==> src/rtl/vec_insn_encoder.sv <==
// vec_insn_encoder: packs RVV instruction fields (OP-V ALU, vsetvl*, vector
// load/store) into 32-bit words and queues them in a small FIFO for issue to
// the vector core over a valid/ready interface.
module vec_insn_encoder #(
    parameter int unsigned INSN_WIDTH = 32,
    parameter int unsigned DEPTH      = 4,
    parameter int unsigned CNT_WIDTH  = 16
) (
    input  logic                  clk,
    input  logic                  rst,
    // request side
    input  logic                  in_valid,
    output logic                  in_ready,
    input  logic [1:0]            kind,
    input  logic [6:0]            opcode_mjr,
    input  logic [2:0]            opcode_mnr,
    input  logic [4:0]            dest,
    input  logic [4:0]            src_1,
    input  logic [4:0]            src_2,
    input  logic                  vm,
    input  logic [5:0]            funct6,
    input  logic [2:0]            width,
    input  logic [1:0]            mop,
    input  logic                  mew,
    input  logic [2:0]            nf,
    input  logic [10:0]           vtype_11,
    input  logic [9:0]            vtype_10,
    input  logic [1:0]            cfg_type,
    // issue side
    output logic                  out_valid,
    input  logic                  out_ready,
    output logic [INSN_WIDTH-1:0] insn_out,
    output logic                  err,
    output logic [CNT_WIDTH-1:0]  issued_cnt
);

    localparam int unsigned PTR_W = (DEPTH > 1) ? $clog2(DEPTH) : 1;
    localparam int unsigned CNT_W = PTR_W + 1;

    typedef enum logic [1:0] {
        KindAlu = 2'd0,
        KindCfg = 2'd1,
        KindMem = 2'd2,
        KindIll = 2'd3
    } kind_e;

    kind_e kind_sel;
    assign kind_sel = kind_e'(kind);

    // ------------------------------------------------------------------
    // Encoding
    // ------------------------------------------------------------------
    logic [31:0]           alu_word;
    logic [31:0]           cfg_word;
    logic [31:0]           mem_word;
    logic [31:0]           enc_word;
    logic [INSN_WIDTH-1:0] wr_word;

    // Per-format word assembly; low fields are shared across all formats.
    always_comb begin
        alu_word = {funct6, vm, src_2, src_1, opcode_mnr, dest, opcode_mjr};
        mem_word = {nf, mew, mop, vm, src_2, src_1, width, dest, opcode_mjr};

        cfg_word        = '0;
        cfg_word[6:0]   = opcode_mjr;
        cfg_word[11:7]  = dest;
        cfg_word[14:12] = 3'b111;
        cfg_word[19:15] = src_1;
        if (!cfg_type[1]) begin
            // vsetvli: 11-bit vtype immediate, top bit clear
            cfg_word[31]    = 1'b0;
            cfg_word[30:20] = vtype_11;
        end else if (cfg_type[0]) begin
            // vsetivli: 10-bit vtype immediate, uimm AVL lives in src_1
            cfg_word[31:30] = 2'b11;
            cfg_word[29:20] = vtype_10;
        end else begin
            // vsetvl: vtype comes from register src_2
            cfg_word[31:25] = 7'b1000000;
            cfg_word[24:20] = src_2;
        end
    end

    // Select the encoded word by request kind.
    always_comb begin
        enc_word = '0;
        unique case (kind_sel)
            KindAlu: enc_word = alu_word;
            KindCfg: enc_word = cfg_word;
            KindMem: enc_word = mem_word;
            KindIll: enc_word = '0;
            default: enc_word = '0;
        endcase
    end

    assign wr_word = INSN_WIDTH'(enc_word);

    // ------------------------------------------------------------------
    // FIFO and handshakes
    // ------------------------------------------------------------------
    logic [INSN_WIDTH-1:0] mem_q [DEPTH];
    logic [INSN_WIDTH-1:0] mem_d [DEPTH];
    logic [PTR_W-1:0]      wptr_q, wptr_d;
    logic [PTR_W-1:0]      rptr_q, rptr_d;
    logic [CNT_W-1:0]      count_q, count_d;
    logic [CNT_WIDTH-1:0]  issued_q, issued_d;
    logic                  err_q, err_d;

    logic accept;
    logic issue;
    logic push;
    logic pop;

    // Handshake qualifiers; illegal requests complete the handshake but never enter the FIFO.
    always_comb begin
        in_ready  = (count_q != CNT_W'(DEPTH));
        out_valid = (count_q != '0);
        accept    = in_valid & in_ready;
        issue     = out_valid & out_ready;
        push      = accept & (kind_sel != KindIll);
        pop       = issue;
    end

    // Next-state for storage, pointers, occupancy, counter and error pulse.
    always_comb begin
        mem_d = mem_q;
        if (push) begin
            mem_d[wptr_q] = wr_word;
        end

        wptr_d = push ? (wptr_q + PTR_W'(1)) : wptr_q;
        rptr_d = pop  ? (rptr_q + PTR_W'(1)) : rptr_q;

        count_d = count_q;
        unique case ({push, pop})
            2'b10:   count_d = count_q + CNT_W'(1);
            2'b01:   count_d = count_q - CNT_W'(1);
            default: count_d = count_q;
        endcase

        issued_d = pop ? (issued_q + CNT_WIDTH'(1)) : issued_q;
        err_d    = accept & (kind_sel == KindIll);
    end

    // State registers with synchronous reset; reset discards all queued words.
    always_ff @(posedge clk) begin
        if (rst) begin
            for (int i = 0; i < int'(DEPTH); i++) begin
                mem_q[i] <= '0;
            end
            wptr_q   <= '0;
            rptr_q   <= '0;
            count_q  <= '0;
            issued_q <= '0;
            err_q    <= 1'b0;
        end else begin
            mem_q    <= mem_d;
            wptr_q   <= wptr_d;
            rptr_q   <= rptr_d;
            count_q  <= count_d;
            issued_q <= issued_d;
            err_q    <= err_d;
        end
    end

    // Head word is gated so the output reads zero whenever the FIFO is empty.
    always_comb begin
        insn_out   = out_valid ? mem_q[rptr_q] : '0;
        err        = err_q;
        issued_cnt = issued_q;
    end

endmodule

==> config.mk <==
export PLATFORM = sky130hd
export DESIGN_NAME = vec_insn_encoder
export DESIGN_NICKNAME = d
export VERILOG_FILES = /design/src/rtl/vec_insn_encoder.sv
export SDC_FILE = /design/constraint.sdc
export NUM_CORES = 1
export LEC_CHECK = 0
export CORE_UTILIZATION = 55
export DETAILED_ROUTE_END_ITERATION = 12
export PLACE_DENSITY = 0.81
export SYNTH_ARGS = -nofsm -noshare
export SYNTH_HDL_FRONTEND = slang
export SYNTH_SLANG_ARGS = --single-unit
==> constraint.sdc <==
create_clock -name clk -period 3.8 [get_ports clk]
set_input_delay 1.14 -clock clk [delete_from_list [all_inputs] [get_ports clk]]
set_output_delay 1.14 -clock clk [all_outputs]
set_load 0.01 [all_outputs]
==> reports/qor.txt <==
number of synthesized flops with an enable pin: 0
Final WS setup: 0.225 ns
synth top area cells: dfxtp_1, mux4_2, nand2_1
Post-CTS Setup Bufs: 0
Min Hold Slack: 0.454 ns
nature of the critical path endpoint: primary output
final hold vios: 0
Fmax: 280 MHz
first-pass GRT wire length: 27900 um
CTS Buffer Depth: 2
outcome: complete, no violations
share of the synthesized area in the top cell type: 0.437
Hold EP: mem_q[112]
min-delay worst type: reg -> reg
Worst Reg-to-Reg Cells: 8
fraction of layout cells with a size suffix above 1: 0.110
Clock Pin Slew Worst Setup and Hold Paths: 0.07 ns
Synth Instances: 791
placed instance count: 1030
Iteration-0 DRC Markers: 512
setup TNS: 0 ns
RSZ-0062 raised after global routing: no
R2R Path End: count_q[2]
setup slack on the worst flop-to-flop path: 1.33 ns
Setup-failing EPs final: 0
Max VDD drop: 349 uV
Slew @ Worst Pin: 0.858 ns
first drt pass iteration count: 7
nets: 958
syn_area_per_cell: 8.81 um^2
Crit Reg-Reg Startpoint: count_q[2]
Ant. Diodes: 0
Cell Count, Final, Fillers Out: 1062
Critical Path Fanout Max: 14
Routed WL per cell: 16.2 um
min Tclk post-route: 3.57 ns
hpwl dp: 11100 um
Tot Pwr: 4.62 mW
#FFs+latches synth: 152
LEAKAGE: 3.00 nW
die height: 115 um
All-Layer GR Usage: 0.275
I/O pin count: 121
Post-Syn Area: 6970 um^2
Port Buffers: 120
synthesis-to-layout area growth: 26.5%
initial antenna violation count: 0
Total Wirelength: 17200 um
part of the cycle the worst path needs: 0.941
initial core utilization: 0.573
Worst slew margin: 0.428
CTS root buf: clkbuf_16
sequential area share after synthesis: 0.437
Ys Warns: 0
hold_sp: mem_q[112]
vias in the first global route: 5700
CP Launch Type: flop
total global routing overflow: 0
Synth area leader: dfxtp_1
drc violations: 0
cts bufs inserted: 17
Clock Skew: 0.00879 ns
maxcap violations: 0
fin. max-slew vios: 0
Syn Nets: 868
via count: 6074
Async S/R FF share, synth: 0
Via density: 5.72
Pwr per Cell Area: 525 nW/um^2
worst hold stages: 2
Top FF cell, synth: dfxtp_1
H-tree depth: 4
Die Width: 115 um
Critical Path AT: 2.43 ns
DP Worst Slack: 0.338 ns
largest net degree at the start of global routing: 81
Final Util: 0.724
DIE AREA: 13100 um^2
CORE AREA: 12200 um^2
Yosys cell types: 43
post-CTS resize count: 0
DP Area: 8240 um^2
TritonCTS clock tree: done
Final Instance Area: 8810 um^2
clock sink total: 152
RD Place Congestion: 0.809
Clk Latency, worst-skew pair: 0.43 ns
Crit Path Class: reg -> out
Post-DRT Antenna Nets: 0
CP Data Required Time: 2.66 ns
CTS Hold Bufs: 0
# rows: 40
-- how the worst max path moves through the flow --
stage	endpoint	from	depth (start not counted)	slack (ns)
after floorplan	insn_out[10]	rptr_q[1]	4	1.08
final	insn_out[21]	rptr_q[1]	4	0.23
after CTS	insn_out[21]	rptr_q[1]	4	0.19
after global routing	insn_out[21]	rptr_q[1]	4	0.12
after global placement	count_q[2]	kind[1]	9	0.44
after detailed placement	count_q[2]	kind[1]	9	0.34
-- report_power, final --
part	total (mW)	leakage (nW)	internal (mW)	switching [mW]
Clock	1.61	0.266	0.915	0.698
Sequential	1.81	1.23	1.72	0.0872
Combinational	1.20	1.50	0.555	0.650
-- layout make-up --
cell class                      count  area, um^2
Multi-Input combinational cell    564        3570
Fill cell                         874        3350
Sequential cell                   152        3050
Timing Repair Buffer              136        1380
Clock buffer                       18         429
Tap cell                          168         210
Clock inverter                     14         138
Inverter                           10        37.5
-- kinds of logic after synthesis --
logic type | count (synthesis) | synth area share
DFF | 152 | 0.437
buffers and inverters | 75 | 0.0515
and+or+nand+nor | 338 | 0.215
xor gates and xnor gates | 14 | 0.0176
muxes | 47 | 0.125
adders and majority gates | 7 | 0.0136
AOI/OAI and AO/OA | 158 | 0.140
-- layer usage --
| layer | vias to the layer above | global-route usage | routed length [um] |
|---|---|---|---|
| li1 | 2911 | - | - |
| met1 | 2886 | 0.341 | 7440 |
| met2 | 243 | 0.469 | 8390 |
| met3 | 34 | 0.0545 | 1050 |
| met4 | 0 | 0.110 | 319 |
| met5 | - | 0 | 0 |
-- registers in the layout, summed over array words and instances (netlist names) --
register,flops
mem_q,128
rptr_q,2
issued_cnt,16
wptr_q,2
err,1
count_q,3
-- worst max-delay path, cell delays in order, from the launching register on --
cell and delay [ns]:
dfxtp_2 0.57, buf_12 0.23, mux4_2 0.52, and2_1 0.20, clkdlybuf4s50_1 0.49
-- synthesized netlist by cell type (2+ instances only) --
cell       count
a211oi_2       6
and3_1         7
o21ai_0        3
mux2i_1       13
xnor2_1        9
nand2b_1       2
o22ai_1        2
mux4_2        32
and2_1        32
nand3_1        6
xor2_1         5
ha_1           6
nor2_1        83
buf_6          6
a211oi_1      39
nor2b_1        3
buf_1          3
a21oi_1       98
clkbuf_1      30
buf_2         26
o2bb2ai_1      3
nand2_1      171
o22a_1         4
mux2_2         2
and4_1         6
inv_1          9
nor3_1        11
dfxtp_1      152
nand4_1        6
or3_1          3
-- cell usage in the layout (no fill, tap or decap), types with 4 or more instances in the layout --
master / synthesis / layout
ha_1: 6 / 6
nand4_1: 6 / 6
and2_1: 32 / 32
a211oi_1: 39 / 39
and3_1: 7 / 7
mux2i_1: 13 / 13
clkdlybuf4s50_1: 0 / 119
dfxtp_1: 152 / 150
o22a_1: 4 / 4
inv_1: 9 / 9
clkinvlp_4: 0 / 4
clkbuf_16: 0 / 17
a21oi_1: 98 / 98
nor3_1: 11 / 11
xor2_1: 5 / 5
a211oi_2: 6 / 6
xnor2_1: 9 / 9
nor2_1: 83 / 83
buf_4: 0 / 12
nand3_1: 6 / 6
mux4_2: 32 / 32
buf_12: 0 / 5
inv_6: 0 / 5
nand2_1: 171 / 171
No activity file was read; power rests on OpenSTA's default activity.
